File: src/rtl/regfile_mp.sv
// Multi-port general register file: NRD combinational read ports with bypass from two
// write ports, optional hardwired zero entry, commit trace and a one-entry-per-cycle clear sweep.
module regfile_mp #(
    parameter int DATA_W   = 32,
    parameter int ADDR_W   = 5,
    parameter int NRD      = 2,
    parameter int ZERO_REG = 1
) (
    input  logic                  clk,
    input  logic                  reset,
    input  logic [NRD*ADDR_W-1:0] ra,
    output logic [NRD*DATA_W-1:0] rd,
    input  logic                  we0,
    input  logic [ADDR_W-1:0]     wa0,
    input  logic [DATA_W-1:0]     wd0,
    input  logic                  we1,
    input  logic [ADDR_W-1:0]     wa1,
    input  logic [DATA_W-1:0]     wd1,
    input  logic                  clr_start,
    output logic                  clr_busy,
    output logic                  clr_done,
    output logic [1:0]            trace_we,
    output logic [2*ADDR_W-1:0]   trace_addr,
    output logic [2*DATA_W-1:0]   trace_data
);

    localparam int DEPTH = 2 ** ADDR_W;
    localparam logic [ADDR_W-1:0] LAST_ADDR = {ADDR_W{1'b1}};
    localparam logic [ADDR_W-1:0] ZERO_ADDR = {ADDR_W{1'b0}};
    localparam logic [ADDR_W-1:0] PTR_ONE   = {{(ADDR_W-1){1'b0}}, 1'b1};
    localparam bit HAS_ZERO = (ZERO_REG != 0);

    typedef enum logic [1:0] {
        ST_IDLE  = 2'd0,
        ST_CLEAR = 2'd1,
        ST_DONE  = 2'd2
    } state_t;

    state_t              state_r;
    state_t              state_n;
    logic [ADDR_W-1:0]   ptr_r;
    logic [ADDR_W-1:0]   ptr_n;
    logic                eff0_s;
    logic                eff1_s;
    logic                sweep_s;
    logic                clr_busy_r;
    logic                clr_done_r;
    logic [1:0]          trace_we_r;
    logic [2*ADDR_W-1:0] trace_addr_r;
    logic [2*DATA_W-1:0] trace_data_r;
    logic [DATA_W-1:0]   mem_s [DEPTH];

    assign sweep_s = (state_r == ST_CLEAR);

    // Write-effective qualification: ports are dead during the sweep and for the zero entry
    always_comb begin
        eff0_s = 1'b0;
        eff1_s = 1'b0;
        if (!sweep_s) begin
            eff0_s = we0 && !(HAS_ZERO && (wa0 == ZERO_ADDR));
            eff1_s = we1 && !(HAS_ZERO && (wa1 == ZERO_ADDR));
        end else begin
            eff0_s = 1'b0;
            eff1_s = 1'b0;
        end
    end

    // Sweep FSM next-state and pointer logic
    always_comb begin
        state_n = state_r;
        ptr_n   = ptr_r;
        case (state_r)
            ST_IDLE: begin
                if (clr_start) begin
                    state_n = ST_CLEAR;
                    ptr_n   = ZERO_ADDR;
                end else begin
                    state_n = ST_IDLE;
                end
            end
            ST_CLEAR: begin
                // ptr wraps to 0 on the same edge that leaves CLEAR
                ptr_n = ptr_r + PTR_ONE;
                if (ptr_r == LAST_ADDR) begin
                    state_n = ST_DONE;
                end else begin
                    state_n = ST_CLEAR;
                end
            end
            ST_DONE: begin
                state_n = ST_IDLE;
            end
            default: begin
                state_n = ST_IDLE;
                ptr_n   = ZERO_ADDR;
            end
        endcase
    end

    // FSM state, pointer and registered status flags
    always_ff @(posedge clk) begin
        if (reset) begin
            state_r    <= ST_IDLE;
            ptr_r      <= ZERO_ADDR;
            clr_busy_r <= 1'b0;
            clr_done_r <= 1'b0;
        end else begin
            state_r    <= state_n;
            ptr_r      <= ptr_n;
            clr_busy_r <= (state_n == ST_CLEAR);
            clr_done_r <= (state_n == ST_DONE);
        end
    end

    // One register per entry; port 1 has priority over port 0 on an address collision
    for (genvar i = 0; i < DEPTH; i++) begin : g_ent
        localparam logic [ADDR_W-1:0] IDX = ADDR_W'(i);
        logic [DATA_W-1:0] ent_r;

        // Entry update: reset, sweep clear, then port writes
        always_ff @(posedge clk) begin
            if (reset) begin
                ent_r <= {DATA_W{1'b0}};
            end else if (sweep_s && (ptr_r == IDX)) begin
                ent_r <= {DATA_W{1'b0}};
            end else if (eff1_s && (wa1 == IDX)) begin
                ent_r <= wd1;
            end else if (eff0_s && (wa0 == IDX)) begin
                ent_r <= wd0;
            end
        end

        assign mem_s[i] = ent_r;
    end

    for (genvar k = 0; k < NRD; k++) begin : g_rd
        logic [ADDR_W-1:0] ra_k_s;
        logic [DATA_W-1:0] rd_k_s;

        assign ra_k_s = ra[k*ADDR_W +: ADDR_W];

        // Read mux with write-through bypass
        always_comb begin
            rd_k_s = {DATA_W{1'b0}};
            if (HAS_ZERO && (ra_k_s == ZERO_ADDR)) begin
                rd_k_s = {DATA_W{1'b0}};
            end else if (eff1_s && (wa1 == ra_k_s)) begin
                rd_k_s = wd1;
            end else if (eff0_s && (wa0 == ra_k_s)) begin
                rd_k_s = wd0;
            end else begin
                rd_k_s = mem_s[ra_k_s];
            end
        end

        assign rd[k*DATA_W +: DATA_W] = rd_k_s;
    end

    // Commit trace: non-committed slots report zero address and data
    always_ff @(posedge clk) begin
        if (reset) begin
            trace_we_r   <= 2'b00;
            trace_addr_r <= {(2*ADDR_W){1'b0}};
            trace_data_r <= {(2*DATA_W){1'b0}};
        end else begin
            trace_we_r   <= {eff1_s, eff0_s};
            trace_addr_r <= {(eff1_s ? wa1 : ZERO_ADDR), (eff0_s ? wa0 : ZERO_ADDR)};
            trace_data_r <= {(eff1_s ? wd1 : {DATA_W{1'b0}}), (eff0_s ? wd0 : {DATA_W{1'b0}})};
        end
    end

    assign clr_busy   = clr_busy_r;
    assign clr_done   = clr_done_r;
    assign trace_we   = trace_we_r;
    assign trace_addr = trace_addr_r;
    assign trace_data = trace_data_r;

endmodule

File: config.mk
export PLATFORM = sky130hd
export DESIGN_NAME = regfile_mp
export DESIGN_NICKNAME = d
export VERILOG_FILES = /design/src/rtl/regfile_mp.sv
export SDC_FILE = /design/constraint.sdc
export NUM_CORES = 2
export LEC_CHECK = 0
export BUFFER_PORTS_ARGS = -buffer_cell sky130_fd_sc_hd__clkbuf_2
export CORE_ASPECT_RATIO = 0.5
export CORE_UTILIZATION = 30
export CTS_CLUSTER_SIZE = 10
export DETAILED_ROUTE_END_ITERATION = 12
export SETUP_SLACK_MARGIN = 0.05
export SLEW_MARGIN = 20
export SYNTH_ARGS = -nofsm -noshare
export SYNTH_HDL_FRONTEND = slang
export SYNTH_SLANG_ARGS = --single-unit
export TNS_END_PERCENT = 50
File: constraint.sdc
create_clock -name clk -period 5.2 [get_ports clk]
set_clock_uncertainty 0.05 [all_clocks]
set_input_delay 1.3 -clock clk [delete_from_list [all_inputs] [get_ports clk]]
set_output_delay 1.3 -clock clk [all_outputs]
set_load 0.05 [all_outputs]
==> metrics.txt <==
final hold viol count 0; sequential area share after synthesis 34.2%; GR Overflow Total 0; post-layout minimum cycle time between 5000 and 6000 ps; CP required just under 4000 ps; CTS tree built; CTS Hold Bufs 0; Buffers on Ports between 200 and 250; worst-margin pin slew between 1000 and 1500 ps; Root Buffer clkbuf_16; Hold WS about 430 ps; drt pass-1 iters 8; Post-synth ARST share 0%; predominant post-synthesis flop cell dfxtp_1; synth top area cells dfxtp_1 (34%), mux2i_1 (19%), mux4_2 (13%), a211oi_1 (11%), nor2_1 (6.0%); via count about 62k; number of remaining DRC errors 0; Yosys top cell by area dfxtp_1; Placed Cells approximately 9.3k; Wirelength per Cell between 30 and 40 um; Lkg Pwr a little under 0.03 uW; Post-synth top cells mux2i_1 (1,248), dfxtp_1 (1,109), nor2_1 (1,043); cts bufs inserted between 100 and 150; Yosys reg bits 1,109; Period Utilization, post-route around 100%; share of cells above drive strength 1 roughly a fifth; DR vias/cell about 6.5; most common cell in the netlist mux2i_1; DRT iter0 DRCs ~10k; total track usage between 20% and 30%; crit-path max FO 11; post-route cell area between 70,000 and 80,000 um2; RSZ-0062 raised after global routing no; clock slew at reported path FFs roughly 60 ps; CP max-delay cell or3_2; Setup Total Neg Slack 0 ps; global-route wire length before repair ~450 mm; fin util 35.2%; area of placed instances just over 70,000 um2; Setup-failing EPs final 0; WS Path Type primary input to output pin; Fmax between 150 and 200 MHz; vias in the first global route 57.3k; latest clock arrival within the worst-skew pair between 700 and 800 ps; H-tree depth 4; final slew viol count 0; Max Root-Sink Buffers 3; initial antenna violation count 28; share of the synthesized area in the top cell type between 30 and 40%; DIE AREA 218,000 um2; Rows 120; routability cong. just under 1; synth unique cells 58; syn nets roughly 6.8k; non-filler cells in the finished layout around 9.5k; IO Count between 200 and 250; VDD IR-drop max between 0.2 and 0.25 mV; ANT nets after route 0; max incr delay on CP between 600 and 700 ps; startpoint types primary input; P&R area growth vs syn 16.4%; DIE HEIGHT between 300 and 400 um; CP Cell Sequence clkbuf_2 -> nor2_1 -> a211o_1 -> or3_2 -> nand3_1 -> buf_4 -> o211ai_1 -> buf_12; HPWL after DPL ~190 mm; Initial Util a little under a third; fin nets 6,655; Power Dens Cells around 270 nW/um2; Slew HR about an eighth; Critical Path AT around 3800 ps; YS warnings 0; EDFF count, synth 0; max cap viols 0; status finished, final reports clean; post-synthesis cell area between 60,000 and 70,000 um2; DRT Wirelength between 300 and 400 mm; Mapped Avg Cell Area roughly 9.7 um2; area of the core 214,000 um2; die width between 600 and 700 um; count of mapped cells out of synthesis ~6.7k; CP endpoint kind output pin; largest net degree at the start of global routing 65; worst hold path class register to register; clock sink total 1,109
==> critical path: cells and delay by family <==
kind | cells | cell delay (ps)
and+or+nand+nor | 3 | 920
buffers and inverters | 3 | 850
AOI/OAI and AO/OA | 2 | 750
==> power by group <==
part           switching [uW]  total (uW)  internal (uW)
Sequential                109        8750           8640
Combinational            2080        3000            926
Clock                    3920        8910           4990
==> final cells by class <==
| type | instances | area (um2) |
|---|---|---|
| fillers | 21300 | 139000 |
| diodes | 12 | 30.0 |
| flip-flops and latches | 1109 | 22200 |
| well taps | 2867 | 3590 |
| clock inverters | 11 | 150 |
| repair buffers | 623 | 5830 |
| multi-input cells | 4682 | 39900 |
| clock buffers | 173 | 3710 |
| inverters | 11 | 41.3 |
==> per-stage QoR <==
step | total power [uW] | worst slack, ps
6_report | 20700 | 24.4
2_1_floorplan | 10500 | 328
5_1_grt | 21000 | 63.5
3_3_place_gp | 11700 | 42.0
4_1_cts | 20400 | 65.7
3_5_place_dp | 11800 | 52.8
==> per-layer routing <==
layer / share of wire (%) / track usage (%)
met5: 0.063 / 0
met4: 8.9 / 21.2
met3: 15 / 11.2
met2: 40 / 40.3
met1: 36 / 35.8
==> what timing repair did <==
item,in CTS,in global routing
gates cloned,0,0
setup buffers,0,1
gates resized for setup,0,3
pin swaps,2,2
endpoints found under the setup margin,1,11
==> logic make-up (layout without fill, tap and decap cells) <==
family	count (synthesis)	after routing	share of synthesized area, %
adder cells (fa/ha/maj)	6	6	0.116
AO/OA/AOI/OAI	1501	1501	17.1
other	0	12	0
XOR/XNOR	20	20	0.270
buffers and inverters	917	818	5.69
AND/OR/NAND/NOR	1521	1521	9.95
multiplexers	1634	1634	32.6
flip-flops	1109	1109	34.2
==> flip-flops by register name, indices dropped and copies added, names as in the netlist <==
signal	cells
clr_busy	1
clr_done	1
g_ent.ent_r	1024
ptr_r	5
state_r	2
trace_addr	10
trace_data	64
trace_we	2
==> placed cells by master, fill, tap and decap left out, types with 72 or more instances in the layout <==
master,n
a211oi_1,992
a22o_1,72
a22oi_1,129
and2_1,105
buf_12,120
buf_4,313
clkbuf_16,141
clkbuf_2,182
dfxtp_1,1109
mux2i_1,1248
mux4_2,386
nand2_1,132
nand3_1,74
nor2_1,1033
==> worst paths after layout <==
path                                    startpoint            endpoint  slack, ps  cells past startpoint
worst min register to register  g_ent[0].ent_r[22]  g_ent[0].ent_r[22]        430                      1
worst max register to register          state_r[0]  g_ent[1].ent_r[14]       1480                      6
worst max-delay path                        wa0[0]              rd[32]         20                      8
worst min-delay path            g_ent[0].ent_r[22]  g_ent[0].ent_r[22]        430                      1
(Power assumes the default switching activity.)
